<file path="src/rtl/lcd_write_ctrl_if.sv">
// LCD bus bundle between the write sequencer (master) and the panel (slave).
interface lcd_write_ctrl_if;
    logic       o_lcd_on;
    logic       o_lcd_en;
    logic       o_lcd_rs;
    logic       o_lcd_rw;
    logic [7:0] o_lcd_data;

    modport master (output o_lcd_on, o_lcd_en, o_lcd_rs, o_lcd_rw, o_lcd_data);
    modport slave  (input  o_lcd_on, o_lcd_en, o_lcd_rs, o_lcd_rw, o_lcd_data);
endinterface

</file>
<file path="src/rtl/lcd_write_ctrl.sv">
// HD44780-style LCD write sequencer: buffers toggle-posted register writes in a
// FIFO and generates RS/DATA setup, EN pulse, hold and execution wait timing.
module lcd_write_ctrl #(
    parameter int unsigned FIFO_DEPTH = 4,
    parameter int unsigned T_PWRUP    = 750000,
    parameter int unsigned T_SETUP    = 2,
    parameter int unsigned T_EN       = 12,
    parameter int unsigned T_HOLD     = 2,
    parameter int unsigned T_EXEC     = 2000,
    parameter int unsigned T_CLEAR    = 82000
) (
    input  logic             i_clk,
    input  logic             i_reset,
    input  logic [31:0]      i_lcd_reg,
    lcd_write_ctrl_if.master lcd,
    output logic             o_busy,
    output logic             o_full,
    output logic             o_ovf
);
    localparam int unsigned AW    = (FIFO_DEPTH > 1) ? $clog2(FIFO_DEPTH) : 1;
    localparam int unsigned T_MAX = (T_PWRUP > T_CLEAR) ? T_PWRUP : T_CLEAR;
    localparam int unsigned CW    = $clog2(T_MAX + 1);

    typedef enum logic [2:0] {
        ST_PWRUP,
        ST_IDLE,
        ST_SETUP,
        ST_PULSE,
        ST_HOLD,
        ST_WAIT
    } state_t;

    state_t        state;
    logic [CW-1:0] cnt;
    logic [CW-1:0] cnt_limit;
    logic          cnt_done;

    logic [8:0]    fifo_mem [FIFO_DEPTH];
    logic [AW:0]   wr_ptr;
    logic [AW:0]   rd_ptr;
    logic [8:0]    head;
    logic          fifo_empty;
    logic          req_prev;
    logic          push_req;
    logic          push;
    logic          pop;
    logic          is_clear;

    logic          lcd_on;
    logic          lcd_en;
    logic          lcd_rs;
    logic [7:0]    lcd_data;

    logic          unused_reg_bits;
    assign unused_reg_bits = ^{i_lcd_reg[30:12], i_lcd_reg[10], i_lcd_reg[8]};

    assign fifo_empty = (wr_ptr == rd_ptr);
    assign o_full     = (wr_ptr[AW] != rd_ptr[AW]) && (wr_ptr[AW-1:0] == rd_ptr[AW-1:0]);
    assign head       = fifo_mem[rd_ptr[AW-1:0]];
    assign push_req   = i_lcd_reg[11] ^ req_prev;
    assign pop        = !fifo_empty && ((state == ST_IDLE) || (state == ST_WAIT && cnt_done));
    // A pop on the same edge frees the slot, so a push on a full FIFO still lands.
    assign push       = push_req && (!o_full || pop);
    assign is_clear   = !lcd_rs && (lcd_data[7:1] == 7'b0000000);
    assign o_busy     = ((state != ST_IDLE) && (state != ST_PWRUP)) || !fifo_empty;

    always_comb begin
        cnt_limit = '0;
        case (state)
            ST_PWRUP: cnt_limit = CW'(T_PWRUP - 1);
            ST_SETUP: cnt_limit = CW'(T_SETUP - 1);
            ST_PULSE: cnt_limit = CW'(T_EN - 1);
            ST_HOLD:  cnt_limit = CW'(T_HOLD - 1);
            ST_WAIT:  cnt_limit = is_clear ? CW'(T_CLEAR - 1) : CW'(T_EXEC - 1);
            default:  cnt_limit = '0;
        endcase
    end
    assign cnt_done = (cnt == cnt_limit);

    always_ff @(posedge i_clk) begin
        if (push) fifo_mem[wr_ptr[AW-1:0]] <= {i_lcd_reg[9], i_lcd_reg[7:0]};
    end

    always_ff @(posedge i_clk) begin
        if (i_reset) begin
            wr_ptr   <= '0;
            rd_ptr   <= '0;
            req_prev <= 1'b0;
            lcd_on   <= 1'b0;
            o_ovf    <= 1'b0;
        end else begin
            req_prev <= i_lcd_reg[11];
            lcd_on   <= i_lcd_reg[31];
            if (push) wr_ptr <= wr_ptr + 1'b1;
            if (pop) rd_ptr <= rd_ptr + 1'b1;
            if (push_req && !push) o_ovf <= 1'b1;
        end
    end

    always_ff @(posedge i_clk) begin
        if (i_reset) begin
            state    <= ST_PWRUP;
            cnt      <= '0;
            lcd_en   <= 1'b0;
            lcd_rs   <= 1'b0;
            lcd_data <= '0;
        end else begin
            cnt <= cnt_done ? '0 : cnt + 1'b1;
            case (state)
                ST_PWRUP: if (cnt_done) state <= ST_IDLE;
                ST_IDLE: begin
                    cnt <= '0;
                    if (pop) begin
                        state    <= ST_SETUP;
                        lcd_rs   <= head[8];
                        lcd_data <= head[7:0];
                    end
                end
                ST_SETUP: if (cnt_done) begin
                    state  <= ST_PULSE;
                    lcd_en <= 1'b1;
                end
                ST_PULSE: if (cnt_done) begin
                    state  <= ST_HOLD;
                    lcd_en <= 1'b0;
                end
                ST_HOLD: if (cnt_done) state <= ST_WAIT;
                ST_WAIT: if (cnt_done) begin
                    if (pop) begin
                        state    <= ST_SETUP;
                        lcd_rs   <= head[8];
                        lcd_data <= head[7:0];
                    end else begin
                        state <= ST_IDLE;
                    end
                end
                default: state <= ST_PWRUP;
            endcase
        end
    end

    assign lcd.o_lcd_on   = lcd_on;
    assign lcd.o_lcd_en   = lcd_en;
    assign lcd.o_lcd_rs   = lcd_rs;
    assign lcd.o_lcd_rw   = 1'b0;
    assign lcd.o_lcd_data = lcd_data;
endmodule

</file>
<file path="src/flat_wrapper.sv">
// flat-port wrapper written by rule: the top's interface ports become plain ports
module lcd_write_ctrl_flat 
#(
    parameter int unsigned FIFO_DEPTH = 4,
    parameter int unsigned T_PWRUP    = 750000,
    parameter int unsigned T_SETUP    = 2,
    parameter int unsigned T_EN       = 12,
    parameter int unsigned T_HOLD     = 2,
    parameter int unsigned T_EXEC     = 2000,
    parameter int unsigned T_CLEAR    = 82000
)
  (i_clk, i_reset, i_lcd_reg, o_busy, o_full, o_ovf, lcd_o_lcd_on, lcd_o_lcd_en, lcd_o_lcd_rs, lcd_o_lcd_rw, lcd_o_lcd_data);
  lcd_write_ctrl_if lcd_i ();
  input  logic i_clk;
  input  logic i_reset;
  input  logic [31:0] i_lcd_reg;
  output logic o_busy;
  output logic o_full;
  output logic o_ovf;
  output wire logic [$bits(lcd_i.o_lcd_on)-1:0] lcd_o_lcd_on;
  output wire logic [$bits(lcd_i.o_lcd_en)-1:0] lcd_o_lcd_en;
  output wire logic [$bits(lcd_i.o_lcd_rs)-1:0] lcd_o_lcd_rs;
  output wire logic [$bits(lcd_i.o_lcd_rw)-1:0] lcd_o_lcd_rw;
  output wire logic [$bits(lcd_i.o_lcd_data)-1:0] lcd_o_lcd_data;
  assign lcd_o_lcd_on = lcd_i.o_lcd_on;
  assign lcd_o_lcd_en = lcd_i.o_lcd_en;
  assign lcd_o_lcd_rs = lcd_i.o_lcd_rs;
  assign lcd_o_lcd_rw = lcd_i.o_lcd_rw;
  assign lcd_o_lcd_data = lcd_i.o_lcd_data;
  lcd_write_ctrl #(.FIFO_DEPTH(FIFO_DEPTH), .T_PWRUP(T_PWRUP), .T_SETUP(T_SETUP), .T_EN(T_EN), .T_HOLD(T_HOLD), .T_EXEC(T_EXEC), .T_CLEAR(T_CLEAR)) u_core (.i_clk(i_clk), .i_reset(i_reset), .i_lcd_reg(i_lcd_reg), .lcd(lcd_i), .o_busy(o_busy), .o_full(o_full), .o_ovf(o_ovf));
endmodule
</file>
<file path="config.mk">
export PLATFORM = sky130hd
export DESIGN_NAME = lcd_write_ctrl_flat
export DESIGN_NICKNAME = d
export VERILOG_FILES = /design/src/rtl/lcd_write_ctrl_if.sv /design/src/rtl/lcd_write_ctrl.sv /design/src/flat_wrapper.sv
export SDC_FILE = /design/constraint.sdc
export NUM_CORES = 1
export LEC_CHECK = 0
export BUFFER_PORTS_ARGS = -buffer_cell sky130_fd_sc_hd__buf_2
export CELL_PAD_IN_SITES_DETAIL_PLACEMENT = 1
export CELL_PAD_IN_SITES_GLOBAL_PLACEMENT = 1
export CORE_ASPECT_RATIO = 2
export CORE_MARGIN = 2
export CORE_UTILIZATION = 48
export CTS_BUF_LIST = sky130_fd_sc_hd__clkbuf_8 sky130_fd_sc_hd__clkbuf_16
export DETAILED_ROUTE_END_ITERATION = 8
export PLACE_DENSITY = 0.9
export SLEW_MARGIN = 20
export SYNTH_ARGS = -nofsm -noshare
export SYNTH_HDL_FRONTEND = slang
export SYNTH_SLANG_ARGS = --single-unit
</file>
<file path="constraint.sdc">
create_clock -name i_clk -period 5.1 [get_ports i_clk]
set_clock_uncertainty 0.15 [all_clocks]
set_input_delay 1.02 -clock i_clk [delete_from_list [all_inputs] [get_ports i_clk]]
set_output_delay 1.02 -clock i_clk [all_outputs]
set_load 0.02 [all_outputs]
</file>
==> results.md, run 1 <==
- In the final routed layout, each cell accounts on average for 19.1 um.
- The synthesized design contains 80 register bits.
- The number of enable flip-flop cells after synthesis is 36.
- The clock passes through at most 2 buffers.
- The later pin in the worst-skew pair is clocked with a latency of 0.34 ns.
- In this run, the number of DRC markers left after iteration 0 of detailed routing was slightly above 70.
- The total via count after detailed routing is around 2600.
- The largest fanout of any net on the critical path is 18.
- STA classifies the critical path endpoint as a register.
- The critical path goes through or3_4 > or3_1 > a21oi_2 > o21a_1 > a31oi_1 > nor2_1 > mux2_2.
- The area after detailed placement is 3710 um2.
- The core region is slightly above 7000 um2.
- Across the run, the number of max-cap violations was 0.
- The via-per-instance ratio is approximately 6.
- The critical path contains buffers and inverters numbering 0 combined.
- The worst endpoint data arrival time is 3.63 ns.
- The via count of the first global-routing pass is between 2000 and 3000.
- After global routing the overflow that remains totals 0.
- The instance count after placement with tap cells included is roughly 430.
- The highest-delay cell along the critical path is sky130_fd_sc_hd__nor2_1.
- Clock tree synthesis selected as its root buffer the cell sky130_fd_sc_hd__clkbuf_16.
- At the pin with the least slew margin, the transition time is 1.05 ns.
- The count of buffers added on input and output ports is 26.
- The total count of hold-check failures in the final report is 0.
- The layout net count is between 300 and 400.
- The final hold slack is roughly 0.32 ns.
- The first-pass GRT wire length is about 14 mm.
- After clock tree synthesis, the repair step resized 0 gates.
- Counting flops with an async set or reset pin after synthesis yields a share of 0%.
- The share of synthesized cell area in full adder, half adder and majority cells is about 2.1%.
- The vertical die dimension is about 130 um.
- Multiplexer cells account for a little over 7% of the synthesized area.
- The number of setup buffers added after CTS is 0.
- For this design the static power due to leakage is approximately 1.5 nW.
- With fillers left out, the area of the finished cells amounts to about 4000 um2.
- The minimum setup slack among reg-to-reg paths is ~1.5 ns.
- The setup TNS after final layout is 0 ns.
- The number of top-level design ports is just under 50.
- Measured in cells, the most critical reg-to-reg path has a length of 7.
- The DRC violation count after routing is 0.
- The global router's overall resource usage is 22.6%.
- The detailed-route wire length is about 8.5 mm.
- Timing would allow up to about 0.28 GHz.
- The setup-violating endpoint count in the final report is 0.
- The capture instance of the worst register-to-register path is u_core.wr_ptr[2].
- The total count of max-transition violations in the final report was 0.
- 0 antenna diodes ended up in the layout.
- The power density over the cells is about 360 nW/um2.
- The Yosys step of the flow raised 0 warnings.
- The main combinational cell family by area after synthesis is simple AND/OR/NAND/NOR gates.
- Setup repair after global routing left no endpoint under its margin.
- The row count is 44.
- The flow ran to the end, and the final reports show no timing, DRC or antenna violations.
- In this run the tightest slew margin relative to its limit is around 30%.
- The worst hold path depth is 1.
- The starting utilization of the core area is around 50%.
- The library cells used most frequently in the layout, excluding fill and tap cells, are sky130_fd_sc_hd__nor2_1 (47), sky130_fd_sc_hd__dfxtp_1 (44), sky130_fd_sc_hd__edfxtp_1 (36).
- The post-DP HPWL is ~6.0 mm.
- The worst setup path is launched from a register.
- The critical path start-end classification is reg2reg.
- The peak ir drop on the vdd network is approximately 300 uV.
- The xor-xnor portion of the synthesized cell area is 6.40%.
- The horizontal die dimension is 64.9 um.
- The number of hold buffers added after CTS was 0.
- Sequential cells were found to cover 55.1% of the synthesized design area.
- The number of instances in the synthesized netlist is 329.
- Clock-pin slew was measured on the worst setup and hold paths at roughly 0.06 ns.
- The final critical delay including setup and external delays is 3.55 ns.
- Leaving out fill and tap cells, the most frequent cell in the layout is sky130_fd_sc_hd__nor2_1.
- The post-synthesis simple-gate area fraction is 16.1%.
- The count of cells in the finished layout, fillers not included, comes to around 440.
- Data on the critical path is required at its endpoint by a little over 5 ns.
- The reg-to-reg critical path startpoint is u_core.state[0].
- The initial antenna violation count was 0.
- Counting every net in the synthesized netlist gives ~370.
- The share of the synthesized area in compound gates (AO/OA/AOI/OAI) is under 10%.
- The H-tree was split into 3 levels.
- Cells with a size suffix above 1 make up roughly 16% of the layout.
- The first TritonRoute pass finished after 4 iterations.
- The area of the die is between 8000 and 9000 um2.
- The synthesis-to-layout area growth is 13.0%.
- The mapped netlist covers about 3600 um2.
- The longest individual stage delay on the worst path is between 0.8 and 0.9 ns.
- The predominant post-synthesis flop cell is sky130_fd_sc_hd__dfxtp_1.
- Of the available clock period, the critical path in the final layout requires between 60% and 70%.
- The hold path endpoint is u_core.o_ovf.
- In this run the remaining antenna-violating nets after routing total 0.
- TritonCTS built the clock tree.
- The cell family contributing the most delay on the critical path is simple AND/OR/NAND/NOR gates.
- The total CTS buffers is 9.
- The worst hold path begins at u_core.o_ovf.
- The per-instance average area after synthesis is ~11 um2.
- The placer congestion estimate is around 0.87.
- Entering global routing, the biggest net connects 25 pins.
- The worst min-delay path class is reg2reg.
- The count of different cell masters after synthesis is 50.
- The count of clock tree sinks is 80.
logic make-up (layout without fill, tap and decap cells):
group                      Yosys count  in the layout
muxes                               14             14
other                                1              1
DFF                                 80             80
and+or+nand+nor                    119            119
xor gates and xnor gates            26             26
AOI/OAI and AO/OA                   50             50
buffers and inverters               33             56
adders and majority gates            6              6
worst reg2reg max path: cells and delay by family (launching register included):
family | cells | cell delay, ns
AND/OR/NAND/NOR | 3 | 1.77
AO/OA/AOI/OAI | 3 | 0.60
flip-flops | 1 | 0.51
multiplexers | 1 | 0.41
where the power goes:
group | total (mW) | switching [mW] | internal, mW
logic | 0.0823 | 0.0518 | 0.0305
clock network | 0.658 | 0.274 | 0.384
registers | 0.714 | 0.0144 | 0.700
total | 1.45 | 0.340 | 1.11
synth_stat cells, drive strengths merged, types with 2 or more instances:
library cell / number / share of area [%]
a21oi: 17 / 2.5
mux2i: 3 / 0.84
ha: 6 / 2.1
mux2: 2 / 0.63
inv: 14 / 1.5
buf: 9 / 1.4
and3: 3 / 0.53
nand2: 15 / 1.6
o21a: 4 / 0.84
nor4b: 2 / 0.49
o211ai: 3 / 0.77
dfxtp: 44 / 25
a31oi: 2 / 0.35
or3: 6 / 1.2
clkbuf: 10 / 1.1
nand4: 4 / 0.70
nor2b: 5 / 0.88
o21ai: 14 / 2.0
mux4: 9 / 5.7
nand3: 19 / 2.7
edfxtp: 36 / 30
nor2: 47 / 5.0
xor2: 14 / 3.4
nor4: 6 / 1.1
xnor2: 12 / 3.0
nor3: 6 / 0.84
cell type report:
class	instances	area [um2]
inverters	14	52.6
clock inverters	7	80.1
flip-flops and latches	80	1960
clock buffers	9	225
fillers	769	3190
repair buffers	26	130
multi-input cells	216	1460
well taps	92	115
stage by stage:
stage / total power [mW] / worst slack, ns / utilization, %
after detailed placement: 0.809 / 1.57 / 51.5
after floorplan: 0.779 / 2.28 / -
after CTS: 1.47 / 1.54 / 55.7
final: 1.45 / 1.55 / 55.7
after global routing: 1.49 / 1.42 / 55.7
after global placement: 0.801 / 1.68 / 51.5
registers in the layout, summed over array words and instances (netlist names), named ones only:
register / flops
u_core.cnt: 20
u_core.lcd.o_lcd_en: 1
u_core.lcd.o_lcd_on: 1
u_core.fifo_mem: 36
u_core.state: 3
u_core.o_ovf: 1
u_core.req_prev: 1
u_core.rd_ptr: 3
u_core.wr_ptr: 3
u_core.lcd.o_lcd_rs: 1
u_core.lcd.o_lcd_data: 8
how the worst max path moves through the flow:
stage,depth (start not counted),to,from,slack [ns]
after floorplan,8,u_core.wr_ptr[2],u_core.state[0],2.28
after global placement,7,u_core.wr_ptr[2],u_core.state[2],1.68
after detailed placement,7,u_core.wr_ptr[2],u_core.state[0],1.57
after CTS,7,u_core.wr_ptr[2],u_core.state[0],1.54
after global routing,7,u_core.wr_ptr[2],u_core.state[0],1.42
final,7,u_core.wr_ptr[2],u_core.state[0],1.55
per-layer routing:
layer	vias up	wire [um]	share of wire [%]	global-route usage (%)
li1	1206	-	-	-
met1	1293	2880	34	20.1
met2	57	4950	58	43.1
met3	33	234	2.8	4.20
met4	0	429	5.1	15.4
met5	-	0	0	0
(Power assumes the default switching activity.)
==> inputs of run 2 (changes only) <==
--- a/config.mk
+++ b/config.mk
@@ -10,10 +10,10 @@
 export CELL_PAD_IN_SITES_GLOBAL_PLACEMENT = 1
 export CORE_ASPECT_RATIO = 2
 export CORE_MARGIN = 2
-export CORE_UTILIZATION = 48
+export CORE_UTILIZATION = 40
 export CTS_BUF_LIST = sky130_fd_sc_hd__clkbuf_8 sky130_fd_sc_hd__clkbuf_16
 export DETAILED_ROUTE_END_ITERATION = 8
-export PLACE_DENSITY = 0.9
+export PLACE_DENSITY = 0.8
 export SLEW_MARGIN = 20
 export SYNTH_ARGS = -nofsm -noshare
 export SYNTH_HDL_FRONTEND = slang
==> constraint.sdc (replaced) <==
create_clock -name i_clk -period 2.99 [get_ports i_clk]
set_clock_uncertainty 0.15 [all_clocks]
set_input_delay 0.598 -clock i_clk [delete_from_list [all_inputs] [get_ports i_clk]]
set_output_delay 0.598 -clock i_clk [all_outputs]
set_load 0.02 [all_outputs]
==> run 2 against run 1 <==
Net effect: sequential share of layout area decreased by 1.7 points; flip-flop and latch count stayed put; critical path depth grew 1; largest power group is now clock; highest routed layer unchanged.
==> results.md, run 2 (synthesis results as in run 1) <==
- The type of element launching the critical path is a register (unchanged).
- The minimum setup slack among reg-to-reg paths came to 0.30 ns (was 1.55 ns).
- The via-per-instance ratio came to 5.45 (was 5.83).
- The reported leakage power came to 1.54 nW (was 1.45 nW).
- The worst max-slew margin expressed relative to the limit is 59.5% (was 29.6%).
- The placer congestion estimate came to 0.849 (was 0.868).
- Commonest cells after routing, fill and taps aside: sky130_fd_sc_hd__nor2_1 (47), sky130_fd_sc_hd__dfxtp_1 (44), sky130_fd_sc_hd__edfxtp_1 (36) (unchanged).
- The library cell used as clock root buffer is sky130_fd_sc_hd__clkbuf_16 (unchanged).
- The capturing element of the worst setup path is u_core.cnt[17] (was u_core.wr_ptr[2]).
- The area of the die is 9710 um2 (was 8160 um2).
- The most common cell after layout, fill and taps aside is sky130_fd_sc_hd__nor2_1 (unchanged).
- The total overflow reported by the global router is 0 (unchanged).
- The critical path launch point is u_core.lcd.o_lcd_data[4] (was u_core.state[0]).
- The flip-flop and latch area was 1960 um2 (unchanged).
- The number of nets with antenna violations after detailed routing came to 0 (unchanged).
- The clock tree from TritonCTS is done (unchanged).
- The vertical die dimension is 137 um (was 126 um).
- The detailed-router iteration count before antenna repair is 4 (unchanged).
- The maximum count of clock buffers along a single path is 2 (unchanged).
- The clock edge transition at the registers on the reported setup and hold paths is 0.07 ns (was 0.06 ns).
- The deepest level of the CTS H-tree is 3 (unchanged).
- The slew of the pin with the lowest slew margin was 0.607 ns (was 1.05 ns).
- The layout net count was 400 (was 387).
- The hold path startpoint is i_lcd_reg[31] (was u_core.o_ovf).
- The hold buffer count at CTS is 0 (unchanged).
- The critical path required time is 3.12 ns (was 5.18 ns).
- The DRC violation count after routing is 0 (unchanged).
- The power density over the cells came to 624 nW/um2 (was 362 nW/um2).
- The post-DP HPWL came to 6.16 mm (was 6.00 mm).
- The final critical delay including setup and external delays is 2.69 ns (was 3.55 ns).
- The row count is 48 (was 44).
- The post-placement worst setup slack is 0.309 ns (was 1.57 ns).
- The reg-to-reg critical path startpoint is u_core.lcd.o_lcd_data[4] (was u_core.state[0]).
- The via count of the first global-routing pass was 2802 (was 2915).
- The cell count of the worst reg-to-reg path is 8 (was 7).
- The number of flip-flops in the largest register is 36 (unchanged).
- The category of the worst setup path capture point was a register (unchanged).
- The first-pass GRT wire length is 13.4 mm (was 13.8 mm).
- The maximum operating frequency is 0.371 GHz (was 0.281 GHz).
- The maximum number of pins on one net before global-route repair is 25 (unchanged).
- The starting utilization of the core area is 41.1% (was 49.3%).
- The share of the clock period used by the worst path after layout is 90.1% (was 69.7%).
- The insertion delay to the later sink of the worst-skew pair is 0.34 ns (about the same).
- The detailed-route wire length was 8.37 mm (was 8.49 mm).
- The initial antenna violation count came to 0 (unchanged).
- The max-capacitance violation count is 0 (unchanged).
- The largest fanout of any net on the critical path is 20 (was 18).
- The setup-violating endpoint count in the final report is 0 (unchanged).
- The peak ir drop on the vdd network is 520 uV (was 302 uV).
- Unrepaired setup endpoints after global routing: false (unchanged).
- The number of setup buffers added after CTS is 0 (unchanged).
- The final hold slack was 0.313 ns (was 0.316 ns).
- The multi-input combinational cell area is 1460 um2 (unchanged).
- The synthesis-to-layout area growth is 17.2% (was 13.0%).
- The global router's overall resource usage is 18.4% (was 22.6%).
- The total count of max-transition violations in the final report is 0 (unchanged).
- The routed wire length per instance is 18.0 um (was 19.1 um).
- The number of fillers in the final layout is 948 (was 769).
- The setup TNS after final layout is 0 ns (unchanged).
- The count of clock tree sinks was 80 (unchanged).
- The count of routing violations after the opening detailed-route iteration is 133 (was 71).
- The capture instance of the worst register-to-register path is u_core.cnt[17] (was u_core.wr_ptr[2]).
- The horizontal die dimension is 70.7 um (was 64.9 um).
- Outcome: completed (unchanged).
- The ratio of cells with drive above 1 in the final layout came to 19.5% (was 16.5%).
- The number of port buffers is 26 (unchanged).
- The final worst setup slack is 0.296 ns (was 1.55 ns).
- The worst min-delay path class is in2reg (was reg2reg).
- The critical path start-end classification is reg2reg (unchanged).
- The area of the placeable core was 8650 um2 (was 7210 um2).
- The number of top-level design ports came to 49 (unchanged).
- The total via count after detailed routing came to 2535 (was 2589).
- The post-layout utilization of the core is 48.2% (was 55.7%).
- The total count of hold-check failures in the final report was 0 (unchanged).
- The total chip power is 2.60 mW (was 1.45 mW).
- The post-CTS resize count was 0 (unchanged).
- The worst endpoint data arrival time was 2.82 ns (was 3.63 ns).
- The final antenna diode count is 0 (unchanged).
- The total CTS buffers is 9 (unchanged).
-- run 2: changes by cell type in the layout (fill, tap and decap cells not counted) --
cell                         before  now
sky130_fd_sc_hd__inv_8            0    2
sky130_fd_sc_hd__clkinvlp_4       2    0
sky130_fd_sc_hd__clkinv_4         2    1
sky130_fd_sc_hd__buf_12           0    1
sky130_fd_sc_hd__bufinv_16        1    2
sky130_fd_sc_hd__buf_4            0   12
-- run 2: layer usage --
layer,wire [um],track usage [%]
met5,0,0
met2,5110,37.9
met4,177,8.28
met3,174,4.32
met1,2910,15.9
-- run 2: worst min-delay path by stage --
stage / end / slack [ns] / depth (start not counted)
2_1_floorplan: u_core.cnt[11] / 0.34 / 2
3_3_place_gp: u_core.o_ovf / 0.31 / 1
3_5_place_dp: u_core.o_ovf / 0.31 / 1
4_1_cts: u_core.fifo_mem[0][6] / 0.30 / 1
5_1_grt: u_core.fifo_mem[2][6] / 0.31 / 1
6_report: u_core.lcd.o_lcd_on / 0.31 / 2
-- run 2: area by class of cell --
type / instances / area share (%)
timing repair buffer: 39 / 5.76
inverter: 14 / 1.26
clock buffer: 9 / 5.40
sequential: 80 / 47.1
clock inverter: 7 / 2.61
tap: 100 / 3.00
multi-input combinational: 216 / 34.9
-- run 2: power breakdown --
part | switching [mW] | internal (mW) | total, mW
Sequential | 0.0231 | 1.19 | 1.22
Combinational | 0.0912 | 0.0637 | 0.155
Clock | 0.482 | 0.750 | 1.23
-- run 2: worst max-delay path, cell delays in order, from the launching register on --
cell	delay (ns)
sky130_fd_sc_hd__dfxtp_1	0.33
sky130_fd_sc_hd__nor4_1	0.52
sky130_fd_sc_hd__a311o_1	0.26
sky130_fd_sc_hd__a31oi_1	0.13
sky130_fd_sc_hd__o22ai_1	0.34
sky130_fd_sc_hd__nor2_1	0.20
sky130_fd_sc_hd__or3_1	0.39
sky130_fd_sc_hd__buf_12	0.17
sky130_fd_sc_hd__nor2_1	0.13
-- run 2: per-stage QoR --
step | cell area, um2 | std cells
final | 4170 | 465
after CTS | 4170 | 465
after global routing | 4170 | 465
after detailed placement | 3830 | 449
after floorplan | 3560 | 329
after global placement | 3830 | 449
==> inputs of run 3 (changes only) <==
--- a/config.mk
+++ b/config.mk
@@ -5,15 +5,16 @@
 export SDC_FILE = /design/constraint.sdc
 export NUM_CORES = 1
 export LEC_CHECK = 0
-export BUFFER_PORTS_ARGS = -buffer_cell sky130_fd_sc_hd__buf_2
+export ABC_AREA = 1
+export BUFFER_PORTS_ARGS = -buffer_cell sky130_fd_sc_hd__buf_4
 export CELL_PAD_IN_SITES_DETAIL_PLACEMENT = 1
 export CELL_PAD_IN_SITES_GLOBAL_PLACEMENT = 1
 export CORE_ASPECT_RATIO = 2
 export CORE_MARGIN = 2
-export CORE_UTILIZATION = 40
+export CORE_UTILIZATION = 39
 export CTS_BUF_LIST = sky130_fd_sc_hd__clkbuf_8 sky130_fd_sc_hd__clkbuf_16
 export DETAILED_ROUTE_END_ITERATION = 8
-export PLACE_DENSITY = 0.8
+export PLACE_DENSITY = 0.82
 export SLEW_MARGIN = 20
 export SYNTH_ARGS = -nofsm -noshare
 export SYNTH_HDL_FRONTEND = slang
==> run 3 against run 2 <==
Net effect: global-route usage is 0.92 points higher; synthesized cell count is 26% higher; power is 8.8% higher; critical path depth is 4 higher; sequential power hardly changed; final cell count is 20% higher; critical endpoint is now u_core.fifo_mem[3][3]; largest power group is now sequential cells.
==> results.md, run 3 <==
- The horizontal die dimension is 71.6 um (was 70.7 um).
- The number of nets with antenna violations after detailed routing is 0 (unchanged).
- The placer congestion estimate was 0.828 (was 0.849).
- The slew of the pin with the lowest slew margin is 0.673 ns (was 0.607 ns).
- The capture instance of the worst register-to-register path is u_core.fifo_mem[3][3] (was u_core.cnt[17]).
- The fraction of registers with async set or reset after synthesis is 0% (unchanged).
- The clock edge transition at the registers on the reported setup and hold paths is 0.06 ns (was 0.07 ns).
- The maximum number of pins on one net before global-route repair came to 23 (was 25).
- The cell family contributing the most delay on the critical path is simple AND/OR/NAND/NOR gates (unchanged).
- The most common cell after layout, fill and taps aside was sky130_fd_sc_hd__nand2_1 (was sky130_fd_sc_hd__nor2_1).
- The critical path start-end classification is reg2reg (unchanged).
- The initial antenna violation count came to 0 (unchanged).
- The library cell used as clock root buffer is sky130_fd_sc_hd__clkbuf_16 (unchanged).
- The via count of the first global-routing pass is 3297 (was 2802).
- The insertion delay to the later sink of the worst-skew pair is 0.34 ns (about the same).
- The number of flip-flops and latches in the synthesized netlist is 80 (unchanged).
- The count of clock tree sinks came to 80 (unchanged).
- Most area-consuming cells after synthesis: sky130_fd_sc_hd__edfxtp_1 (30%), sky130_fd_sc_hd__dfxtp_1 (25%), sky130_fd_sc_hd__nand2_1 (10%) (was sky130_fd_sc_hd__edfxtp_1 (30%), sky130_fd_sc_hd__dfxtp_1 (25%), sky130_fd_sc_hd__mux4_2 (5.7%)).
- The via-per-instance ratio is 5.31 (was 5.45).
- The worst max-slew margin expressed relative to the limit is 55.1% (was 59.5%).
- The detailed-router iteration count before antenna repair is 4 (unchanged).
- The setup TNS after final layout was 0 ns (unchanged).
- The DRC violation count after routing is 0 (unchanged).
- The post-DP HPWL is 6.51 mm (was 6.16 mm).
- The post-CTS resize count is 0 (unchanged).
- The area after detailed placement is 3890 um2 (was 3830 um2).
- The share of the clock period used by the worst path after layout came to 91.7% (was 90.1%).
- The area of the die came to 9970 um2 (was 9710 um2).
- The number of enable flip-flop cells after synthesis is 36 (unchanged).
- The cell occurring most often along the worst timing path is sky130_fd_sc_hd__nor2_1 (unchanged).
- The synthesis-to-layout area growth is 18.2% (was 17.2%).
- Commonest cells after routing, fill and taps aside: sky130_fd_sc_hd__nand2_1 (97), sky130_fd_sc_hd__inv_1 (46), sky130_fd_sc_hd__dfxtp_1 (44) (was sky130_fd_sc_hd__nor2_1 (47), sky130_fd_sc_hd__dfxtp_1 (44), sky130_fd_sc_hd__edfxtp_1 (36)).
- The worst hold path depth is 1 (was 2).
- The count of different cell masters after synthesis is 33 (was 50).
- The number of flip-flops in the largest register is 36 (unchanged).
- The predominant post-synthesis flop cell is sky130_fd_sc_hd__dfxtp_1 (unchanged).
- The area of the placeable core came to 8950 um2 (was 8650 um2).
- Critical path, cell by cell: nor2_2 > nand2_2 > nand2_1 > nor2_1 > o21ai_1 > nand3_1 > nor2_1 > nand4_1 > nand3_1 > nand2_1 > nor2_1 > buf_4 (was nor4_1 > a311o_1 > a31oi_1 > o22ai_1 > nor2_1 > or3_1 > buf_12 > nor2_1).
- The count of synthesis-stage warnings from yosys is 0 (unchanged).
- The count of routing violations after the opening detailed-route iteration came to 103 (was 133).
- The longest individual stage delay on the worst path was 0.38 ns (was 0.52 ns).
- Post-synth top cells: sky130_fd_sc_hd__nand2_1 (97), sky130_fd_sc_hd__inv_1 (46), sky130_fd_sc_hd__dfxtp_1 (44) (was sky130_fd_sc_hd__nor2_1 (47), sky130_fd_sc_hd__dfxtp_1 (44), sky130_fd_sc_hd__edfxtp_1 (36)).
- The instance count after placement with tap cells included is 540 (was 449).
- The layout net count was 489 (was 400).
- The total overflow reported by the global router is 0 (unchanged).
- The worst endpoint data arrival time is 2.63 ns (was 2.82 ns).
- The type of element launching the critical path is a register (unchanged).
- The number of cells in the finished layout apart from fillers is 556 (was 465).
- The number of port buffers came to 26 (unchanged).
- The reg-to-reg critical path startpoint is u_core.state[0] (was u_core.lcd.o_lcd_data[4]).
- The most frequent cell after synthesis is sky130_fd_sc_hd__nand2_1 (was sky130_fd_sc_hd__nor2_1).
- The per-instance average area after synthesis is 8.57 um2 (was 10.8 um2).
- The number of setup buffers added after CTS is 0 (unchanged).
- The reported leakage power is 1.66 nW (was 1.54 nW).
- The total count of hold-check failures in the final report is 0 (unchanged).
- The number of top-level design ports is 49 (unchanged).
- The total via count after detailed routing is 2955 (was 2535).
- The setup-violating endpoint count in the final report came to 0 (unchanged).
- The post-synth design cell area came to 3560 um2 (about the same).
- The peak ir drop on the vdd network was 465 uV (was 520 uV).
- The hold buffer count at CTS is 0 (unchanged).
- The routed wire length per instance is 16.3 um (was 18.0 um).
- The final antenna diode count is 0 (unchanged).
- The power density over the cells was 672 nW/um2 (was 624 nW/um2).
- The critical path required time was 2.88 ns (was 3.12 ns).
- The hold path startpoint is i_lcd_reg[7] (was i_lcd_reg[31]).
- The cell count of the worst reg-to-reg path was 12 (was 8).
- The largest fanout of any net on the critical path was 10 (was 20).
- The maximum count of clock buffers along a single path is 2 (unchanged).
- The total CTS buffers is 9 (unchanged).
- The most area-hungry cell type in the Yosys netlist is sky130_fd_sc_hd__edfxtp_1 (unchanged).
- The maximum operating frequency is 0.365 GHz (was 0.371 GHz).
- The detailed-route wire length came to 9.08 mm (was 8.37 mm).
- The minimum setup slack among reg-to-reg paths is 0.25 ns (was 0.30 ns).
- Unrepaired setup endpoints after global routing: false (unchanged).
- The global router's overall resource usage is 19.3% (was 18.4%).
- The final hold slack is 0.301 ns (was 0.313 ns).
- The hold path endpoint is u_core.fifo_mem[1][7] (was u_core.lcd.o_lcd_on).
- The starting utilization of the core area is 39.8% (was 41.1%).
- The max-capacitance violation count is 0 (unchanged).
- The first-pass GRT wire length is 14.8 mm (was 13.4 mm).
- Outcome: completed (unchanged).
- The worst min-delay path class is in2reg (unchanged).
- The fraction of synthesized cell area taken by the top area cell type came to 30.3% (was 30.4%).
- The area of all placed cells without fillers is 4210 um2 (was 4170 um2).
- The final critical delay including setup and external delays is 2.74 ns (was 2.69 ns).
- The count of buffering cells on the critical path with inverters included is 1 (unchanged).
- The total count of max-transition violations in the final report came to 0 (unchanged).
- The category of the worst setup path capture point is a register (unchanged).
- The deepest level of the CTS H-tree is 3 (unchanged).
- The clock tree from TritonCTS is done (unchanged).
- The number of instances in the synthesized netlist is 416 (was 329).
- The post-synthesis sequential area ratio is 55.0% (was 55.1%).
- The ratio of cells with drive above 1 in the final layout is 13.9% (was 19.5%).
- The number of nets produced by synthesis is 456 (was 369).
- The highest-delay cell along the critical path is sky130_fd_sc_hd__dfxtp_1 (was sky130_fd_sc_hd__nor4_1).
- The row count is 49 (was 48).
- The vertical die dimension was 139 um (was 137 um).
## run 3: worst max-delay path by stage
stage,from,end,slack (ns),cells after the start
finish,u_core.state[0],u_core.fifo_mem[3][3],0.25,12
global route,u_core.state[0],u_core.fifo_mem[0][0],0.009,12
CTS,u_core.state[1],u_core.fifo_mem[0][0],0.24,13
detailed placement,u_core.state[0],u_core.fifo_mem[0][1],0.30,12
global placement,u_core.state[0],u_core.fifo_mem[0][7],0.40,12
floorplan,u_core.state[0],u_core.fifo_mem[0][0],0.58,13
## run 3: through the flow
stage / utilization (%) / worst slack [ns] / power (mW)
floorplan: - / 0.585 / 1.51
global placement: 43.4 / 0.402 / 1.62
detailed placement: 43.4 / 0.296 / 1.65
CTS: 47.1 / 0.244 / 2.85
global route: 47.1 / 0.00932 / 2.94
finish: 47.1 / 0.249 / 2.83
## run 3: logic make-up (layout without fill, tap and decap cells)
group	Yosys count	count (layout)	share of synthesized area, %
flip-flops	80	80	55.0
AO/OA/AOI/OAI	70	70	11.0
AND/OR/NAND/NOR	187	187	22.6
adder cells (fa/ha/maj)	6	6	2.11
buffers and inverters	62	100	6.74
other	1	1	0.105
XOR/XNOR	10	10	2.46
## run 3: area by class of cell
type | instances | area, um2
fill | 1074 | 4740
sequential | 80 | 1960
multi-input combinational | 274 | 1360
timing repair buffer | 32 | 240
clock buffer | 9 | 225
inverter | 52 | 195
tap | 102 | 128
clock inverter | 7 | 101
## run 3: power by group
part           switching [mW]  internal, mW  total, mW
Clock                   0.463         0.740       1.20
Sequential             0.0416          1.21       1.25
Combinational           0.252         0.126      0.378
## run 3: per-layer routing
| layer | global-route usage, % | part of all wire [%] | vias up |
|---|---|---|---|
| li1 | - | - | 1445 |
| met1 | 16.5 | 33 | 1438 |
| met2 | 39.5 | 61 | 44 |
| met3 | 2.98 | 2.1 | 28 |
| met4 | 10.2 | 3.2 | 0 |
| met5 | 0 | 0 | - |
